[src/rtl/mult_seq_if.sv]
// Operand/result bundle between the register-read stage, the multiplier and the ALU.
interface mult_seq_if #(
  parameter int WIDTH = 16
);
  logic             start;
  logic             sinal;
  logic [WIDTH-1:0] operando1;
  logic [WIDTH-1:0] operando2;
  logic             busy;
  logic             done;
  logic [WIDTH-1:0] mulH;
  logic [WIDTH-1:0] mulL;

  modport master (
    output start, sinal, operando1, operando2,
    input  busy, done, mulH, mulL
  );

  modport slave (
    input  start, sinal, operando1, operando2,
    output busy, done, mulH, mulL
  );
endinterface

[src/rtl/mult_seq.sv]
// Iterative shift-add multiplier: one multiplier bit per cycle, sign handled by
// multiplying magnitudes and negating the finished product.
//
// state | meaning
// IDLE  | waiting for start; product registers hold the last result
// CALC  | WIDTH add/shift iterations, LSB of the multiplier first
// FIN   | apply sign, write mulH/mulL, pulse done
module mult_seq #(
  parameter int WIDTH = 16
) (
  input logic      clk,
  input logic      reset,
  mult_seq_if.slave bus
);
  localparam int PW = 2 * WIDTH;
  localparam int CW = $clog2(WIDTH + 1);

  typedef enum logic [1:0] {
    IDLE = 2'd0,
    CALC = 2'd1,
    FIN  = 2'd2
  } state_t;

  state_t           state_q, state_d;
  logic [PW-1:0]    acc_q, acc_d;
  logic [PW-1:0]    mcand_q, mcand_d;
  logic [WIDTH-1:0] mplier_q, mplier_d;
  logic [CW-1:0]    count_q, count_d;
  logic             neg_q, neg_d;
  logic             busy_q, busy_d;
  logic             done_q, done_d;
  logic [WIDTH-1:0] mulh_q, mulh_d;
  logic [WIDTH-1:0] mull_q, mull_d;

  logic             sign_mode;
  logic [WIDTH-1:0] mag1, mag2;
  logic [PW-1:0]    product;

  // Operand magnitudes at capture time and the signed final product.
  // The most-negative operand maps onto itself, which is its correct unsigned magnitude.
  always_comb begin
    sign_mode = bus.sinal;
    mag1      = (sign_mode && bus.operando1[WIDTH-1]) ? (~bus.operando1 + 1'b1) : bus.operando1;
    mag2      = (sign_mode && bus.operando2[WIDTH-1]) ? (~bus.operando2 + 1'b1) : bus.operando2;
    product   = neg_q ? (~acc_q + 1'b1) : acc_q;
  end

  // Next-state and datapath update; the multiplicand shifts left and the
  // multiplier shifts right so the current bit is always mplier_q[0].
  always_comb begin
    state_d  = state_q;
    acc_d    = acc_q;
    mcand_d  = mcand_q;
    mplier_d = mplier_q;
    count_d  = count_q;
    neg_d    = neg_q;
    busy_d   = busy_q;
    done_d   = 1'b0;
    mulh_d   = mulh_q;
    mull_d   = mull_q;
    case (state_q)
      IDLE: begin
        if (bus.start) begin
          mcand_d  = {{WIDTH{1'b0}}, mag1};
          mplier_d = mag2;
          neg_d    = sign_mode & (bus.operando1[WIDTH-1] ^ bus.operando2[WIDTH-1]);
          acc_d    = '0;
          count_d  = '0;
          busy_d   = 1'b1;
          state_d  = CALC;
        end
      end
      CALC: begin
        acc_d    = acc_q + (mplier_q[0] ? mcand_q : {PW{1'b0}});
        mcand_d  = mcand_q << 1;
        mplier_d = mplier_q >> 1;
        count_d  = count_q + 1'b1;
        if (count_q == CW'(WIDTH - 1)) begin
          state_d = FIN;
        end
      end
      FIN: begin
        mulh_d  = product[PW-1:WIDTH];
        mull_d  = product[WIDTH-1:0];
        done_d  = 1'b1;
        busy_d  = 1'b0;
        state_d = IDLE;
      end
      default: begin
        state_d = IDLE;
      end
    endcase
  end

  // State and datapath registers; a reset mid-operation discards everything.
  always_ff @(posedge clk) begin
    if (!reset) begin
      state_q  <= IDLE;
      acc_q    <= '0;
      mcand_q  <= '0;
      mplier_q <= '0;
      count_q  <= '0;
      neg_q    <= 1'b0;
      busy_q   <= 1'b0;
      done_q   <= 1'b0;
      mulh_q   <= '0;
      mull_q   <= '0;
    end else begin
      state_q  <= state_d;
      acc_q    <= acc_d;
      mcand_q  <= mcand_d;
      mplier_q <= mplier_d;
      count_q  <= count_d;
      neg_q    <= neg_d;
      busy_q   <= busy_d;
      done_q   <= done_d;
      mulh_q   <= mulh_d;
      mull_q   <= mull_d;
    end
  end

  assign bus.busy = busy_q;
  assign bus.done = done_q;
  assign bus.mulH = mulh_q;
  assign bus.mulL = mull_q;
endmodule
[src/flat_wrapper.sv]
// flat-port wrapper written by rule: the top's interface ports become plain ports
module mult_seq_flat 
#(
  parameter int WIDTH = 16
)
  (clk, reset, bus_start, bus_sinal, bus_operando1, bus_operando2, bus_busy, bus_done, bus_mulH, bus_mulL);
  mult_seq_if #(.WIDTH(WIDTH)) bus_i ();
  input logic clk;
  input logic reset;
  input wire logic [$bits(bus_i.start)-1:0] bus_start;
  input wire logic [$bits(bus_i.sinal)-1:0] bus_sinal;
  input wire logic [$bits(bus_i.operando1)-1:0] bus_operando1;
  input wire logic [$bits(bus_i.operando2)-1:0] bus_operando2;
  output wire logic [$bits(bus_i.busy)-1:0] bus_busy;
  output wire logic [$bits(bus_i.done)-1:0] bus_done;
  output wire logic [$bits(bus_i.mulH)-1:0] bus_mulH;
  output wire logic [$bits(bus_i.mulL)-1:0] bus_mulL;
  assign bus_i.start = bus_start;
  assign bus_i.sinal = bus_sinal;
  assign bus_i.operando1 = bus_operando1;
  assign bus_i.operando2 = bus_operando2;
  assign bus_busy = bus_i.busy;
  assign bus_done = bus_i.done;
  assign bus_mulH = bus_i.mulH;
  assign bus_mulL = bus_i.mulL;
  mult_seq #(.WIDTH(WIDTH)) u_core (.clk(clk), .reset(reset), .bus(bus_i));
endmodule
[config.mk]
export PLATFORM = sky130hd
export DESIGN_NAME = mult_seq_flat
export DESIGN_NICKNAME = d
export VERILOG_FILES = /design/src/rtl/mult_seq_if.sv /design/src/rtl/mult_seq.sv /design/src/flat_wrapper.sv
export SDC_FILE = /design/constraint.sdc
export NUM_CORES = 1
export LEC_CHECK = 0
export ABC_AREA = 1
export BUFFER_PORTS_ARGS = -buffer_cell sky130_fd_sc_hd__buf_2
export CORE_ASPECT_RATIO = 1.2
export CORE_MARGIN = 3
export CORE_UTILIZATION = 61
export DETAILED_ROUTE_END_ITERATION = 12
export PLACE_DENSITY_LB_ADDON = 0.1
export SYNTH_ARGS = -nofsm -noshare
export SYNTH_HDL_FRONTEND = slang
export SYNTH_SLANG_ARGS = --single-unit
export TNS_END_PERCENT = 5
[constraint.sdc]
create_clock -name clk -period 3.1 [get_ports clk]
set_clock_uncertainty 0.2 [all_clocks]
set_input_delay 0.31 -clock clk [delete_from_list [all_inputs] [get_ports clk]]
set_output_delay 0.31 -clock clk [all_outputs]
set_load 0.01 [all_outputs]
# Yosys cells after proc, flatten, opt, wreduce, memory -nomap -nowiden
# Cells that the tools add are included.
[totals] regBits=122 wordCells=52
[op_classes] add_sub_neg=5 eq_ne=5 n_mux=18 bitwise_logic=5 n_reduce_logical=9
[op_table] op="$mux 32" count=4
[op_table] op="$pmux 32 s2" count=2
[op_table] op="$mux 16" count=3
[op_table] op="$add 16x1->16 const B" count=2
[op_table] op="$add 32x1->32 const B" count=1
[op_table] op="$add 32x32->32" count=1
[op_table] op="$not 16->16" count=2
[op_table] op="$not 32->32" count=1
[op_table] op="$pmux 16 s2" count=1
[op_table] op="$pmux 5 s2" count=1
[op_table] op="$reduce_and 2->1" count=4
[op_table] op="$add 5x1->5 const B" count=1
[op_table] op="$eq 5x4->1 const B" count=1
[op_table] op="$mux 5" count=1
[op_table] op="$mux 2" count=2
[op_table] op="$pmux 2 s2" count=1
[op_table] op="$reduce_bool 2->1" count=2
[op_table] op="$eq 2x1->1 const B" count=1
[op_table] op="$eq 2x2->1 const B" count=1
[op_table] op="$logic_and 1x1->1" count=2
[op_table] op="$logic_not 2->1" count=1
[op_table] op="$mux 1" count=2
[op_table] op="$ne 2x1->1 const B" count=1
[op_table] op="$ne 2x2->1 const B" count=1
[op_table] op="3 further kinds" count=3

# Depth between registers and ports, before layout
[depth] word_depth=5 depth_mapped=17

# Worst setup path after synthesis
# No wires, ideal clock.
[synth_path] kind="register to register" startpoint="register u_core.mplier_q[0]" endpoint="register u_core.acc_q[16]" setup_time_ns=0.132 t_arrival_ns=2.212 slack_ns=0.555 path_stages_with_launch=18 path_buffers=2 synth_period_minus_slack_ns=2.545 cell_sequence="dfxtp_1 -> clkbuf_1 -> clkbuf_1 -> nand2_1 -> inv_1 -> ha_1 -> inv_1 -> fa_1 -> inv_1 -> nand3_1 -> nand3_1 -> nand2_1 -> nand2_1 -> inv_1 -> o21ai_0 -> nand2_1 -> nand3_1 -> a21oi_1"
[synth_via] elab_chain_cells=3
[synth_rtl] element="from (decl)" line_no="mult_seq.sv:27" source="logic [WIDTH-1:0] mplier_q, mplier_d;"
[synth_rtl] element="from (signal assigned)" line_no="mult_seq.sv:112" source="mplier_q <= mplier_d;"
[synth_rtl] element="$mux 32" line_no="mult_seq.sv:74" source="acc_d = acc_q + (mplier_q[0] ? mcand_q : {PW{1'b0}});"
[synth_rtl] element="$add 32x32->32" line_no="mult_seq.sv:74"
[synth_rtl] element="$pmux 32 s2" line_no="mult_seq.sv:61" source="case (state_q)"
[synth_rtl] element="to (signal assigned)" line_no="mult_seq.sv:99" source="acc_q <= '0;"
[synth_rtl] element="to (signal assigned)" line_no="mult_seq.sv:110" source="acc_q <= acc_d;"
[synth_rtl] element="to (decl)" line_no="mult_seq.sv:25" source="logic [PW-1:0] acc_q, acc_d;"
# Every way passes these cells.
# A chain may end at the register's enable or synchronous reset.

# Worst setup path in the final report
[layout_path] startpoint="register u_core.mplier_q[0]" endpoint="register u_core.acc_q[24]"
# Same word-level chain as after synthesis.

==> results by group <==
Placed design
  • Post-Place Setup Slack: 0.603 ns
  • Port Buf Inserts: 69
  • Cell Area, Placed: 0.00893 mm2
  • DP Cell Count: ~1.6k
  • GPL Wtd Cong: slightly below 1
  • Dpl hpwl: between 15,000 and 20,000 um

Synth
  • Asr flop ratio synth: 0
  • Count leader, synth: nand2_1
  • Syn nets: roughly 1.5k
  • Mapped Cells: between 1k and 1.5k
  • #FFs+latches synth: approximately 120
  • Leading area contributor after synthesis: dfxtp_1
  • Top-area cell type share of the netlist area: 0.289
  • Ys Warns: 0
  • Yosys cell types: between 40 and 50
  • Sequential area share after synthesis: 0.289
  • Synth area leaders: dfxtp_1 29%, nand2_1 23%, inv_1 9.6%
  • Top post-synthesis cells by count: 511 x nand2_1, 217 x inv_1, 123 x a21oi_1
  • EDFF count, synth: 0
  • Cell area after synthesis: about 0.0084 mm2
  • Syn_area_per_cell: 5.88 um2
  • Post-synth top flop: dfxtp_1

Clocking
  • Clk_lat worst skew: 0.42 ns
  • Root buffer cell: clkbuf_16
  • CTS Buffer Depth: 2
  • CTS buffer count: 17
  • Worst-path clk slew: approximately 0.05 ns
  • CTS sink cnt: 122
  • H-tree lvl count: 4
  • Post-CTS Setup Bufs: 0
  • TritonCTS clock tree: done

Floorplan
  • Initial Util: 0.630
  • Die ar.: 0.0153 mm2
  • DIE HEIGHT: roughly 130 um
  • Row count: 46
  • Io pins: 70
  • Core Box Area: ~0.013 mm2
  • Die width: 113 um

Layout
  • Fraction of layout cells with a size suffix above 1: 0.0898
  • Area growth syn-to-layout: 12.9%
  • # nets final: 1,564
  • Final core utilization: 0.711
  • Final Instance Area: 0.00953 mm2
  • Final Instance Count excl. Fillers: about 1.7k
  • N_diodes: 0

STA
  • Tmin final: 2.54 ns
  • Final setup margin: around 0.56 ns
  • Slew @ Worst Pin: approximately 0.94 ns
  • F_max: 393 MHz
  • RSZ-0062 raised after global routing: false
  • Final Max Tran Viols: 0
  • Endpoints failing setup: 0
  • Final period util: 0.820
  • Final hold violations: 0
  • Slew HR: 0.371
  • Min Hold Slack: approximately 0.011 ns
  • Setup TNS Final: 0 ns

Power and ir drop
  • VDD IR max: roughly 0.00038 V
  • Reg power frac: 0.417
  • Power Density: approximately 410 mW/mm2
  • Total power: between 3 and 4 mW
  • Internal Pwr Total: just under 3 mW
  • Sw Ratio: 0.248
  • Clock power frac: 0.485
  • Switching pwr: 0.976 mW
  • Combinational Power Share: 0.098
  • P_leak: between 5 and 6 nW

Global routing
  • Largest net degree at the start of global routing: between 60 and 70
  • Gr usage total: 0.288
  • Vias in the first global route: approximately 8.1k
  • Initial antenna violation count: 0
  • Total grt overflow: 0
  • First-pass GRT wire length: 36,200 um

Routing
  • DRC viols: 0
  • Post-route ant nets: 0
  • Total Wirelength: between 20,000 and 25,000 um
  • WL/cell: 12.8 um
  • DR pass1 iterations: 5
  • Via count: 8,956
  • Drt initial violations: around 630
  • Vias per cell: 5.36

Critical path
  • CP Data Required Time: 3.18 ns
  • CP Class: reg -> reg
  • Worst path most repeated cell: nand2_1
  • Delay-heaviest family, CP: simple AND/OR/NAND/NOR gates
  • Crit-path slowest cell: dfxtp_1
  • Reg-to-reg slack, setup: ~0.56 ns
  • CP arrival: between 2 and 3 ns
  • Worst path cell trace: nand2_1 -> inv_1 -> ha_1 -> inv_1 -> fa_1 -> inv_1 -> nand3_1 -> nand3_1 -> nand2_1 -> nand2_1 -> nand2_1 -> nand3_1 -> nand2_1 -> nand3_1 -> a21oi_1
  • CP startpoint kind: flip-flop
  • Largest stage delay, worst path: between 0.4 and 0.5 ns
  • Worst setup EP type: flip-flop
  • Buffers & Inverters on Critical Path: 3
  • Max FO, Critical Path: 8

Worst hold path
  • Hold Crit Class: in -> reg

Run status
  • Status: finished, final reports clean

Job
  • Max cap viols: 0
final cells by class:
type	instances	area [um2]
Multi-Input combinational cell	1044	4990
Timing Repair Buffer	84	475
Clock buffer	26	519
Fill cell	1243	3880
Clock inverter	6	60.1
Tap cell	168	210
Sequential cell	122	2440
Inverter	222	833
cell families after synthesis:
family                   share of synthesized area
AND/OR/NAND/NOR                              0.376
buffers and inverters                        0.122
AO/OA/AOI/OAI                                0.153
flip-flops                                   0.289
adder cells (fa/ha/maj)                     0.0557
XOR/XNOR                                   0.00415
power by group through the flow:
stage | combinational, mW | clock [mW] | sequential (mW)
global route | 0.437 | 2.01 | 1.65
detailed placement | 0.379 | 0 | 1.67
global placement | 0.372 | 0 | 1.67
CTS | 0.384 | 1.93 | 1.64
finish | 0.384 | 1.91 | 1.64
floorplan | 0.270 | 0 | 1.66
worst reg2reg max path, stage by stage, from the launching register on:
cell,delay (ns)
dfxtp_1,0.48
nand2_1,0.08
inv_1,0.06
ha_1,0.18
inv_1,0.07
fa_1,0.36
inv_1,0.12
nand3_1,0.08
nand3_1,0.14
nand2_1,0.08
nand2_1,0.12
nand2_1,0.11
nand3_1,0.11
nand2_1,0.06
nand3_1,0.08
a21oi_1,0.07
repair_timing:
| item | 4_1_cts | 5_1_grt |
|---|---|---|
| hold buffers | 2 | 0 |
| resized for setup | 0 | 0 |
| setup endpoints to repair | 0 | 0 |
| endpoints found under the hold margin | 5 | 0 |
layer usage:
layer / vias to the layer above / GRT usage / routed length (um)
met3: 44 / 0.0399 / 1220
li1: 4684 / - / -
met5: - / 0 / 0
met1: 3976 / 0.367 / 9390
met4: 0 / 0.109 / 532
met2: 252 / 0.493 / 10200
registers in the layout, summed over array words and instances (netlist names):
register and count:
u_core.bus.mulL 16, u_core.neg_q 1, u_core.mplier_q 16, u_core.bus.mulH 16, u_core.bus.busy 1, u_core.mcand_q 32
u_core.acc_q 32, u_core.state_q 2, u_core.count_q 5, u_core.bus.done 1
layout by cell type (no fill, tap or decap), types with 2 or more instances in the layout:
master         synthesis  routed
a31oi_1               13      13
nand3b_1               6       6
clkbuf_1              31       3
nor2_4                 1       3
clkinv_2               0       3
or2_0                  2       2
inv_2                  4       5
clkbuf_16              0      17
o31ai_1                2       2
clkbuf_8               0       6
a21o_1                 2       2
nor2_2                 1       2
nand3_1              110     110
a32o_1                 3       3
nor2_1                94      91
o21ai_1               13      13
nor4_1                 2       2
nand4_1               10      10
o211ai_1               2       2
or2_2                  6       6
buf_4                  0      12
a22oi_1               13      13
nor3_1                14      14
nand2_1              511     511
o21ai_0               59      59
xor2_1                 4       4
clkinvlp_4             0       2
dfxtp_1              122     122
a21oi_1              123     123
nor3_2                 3       3
dlygate4sd3_1          0       2
buf_2                 14      69
ha_1                  36      36
o21bai_1               4       4
inv_1                217     217
final timing paths:
| kind | start | endpoint | cells past startpoint |
|---|---|---|---|
| hold / removal | bus_operando2[12] | u_core.mplier_q[12]$_SDFFE_PN0P_ | 3 |
| hold reg to reg | u_core.bus.mulH[7]$_SDFFE_PN0P_ | u_core.bus.mulH[7]$_SDFFE_PN0P_ | 2 |
| setup reg to reg | u_core.mplier_q[0]$_SDFFE_PN0P_ | u_core.acc_q[24]$_SDFFE_PN0P_ | 15 |
| setup / recovery | u_core.mplier_q[0]$_SDFFE_PN0P_ | u_core.acc_q[24]$_SDFFE_PN0P_ | 15 |
Power figures use the tool's default switching activity.
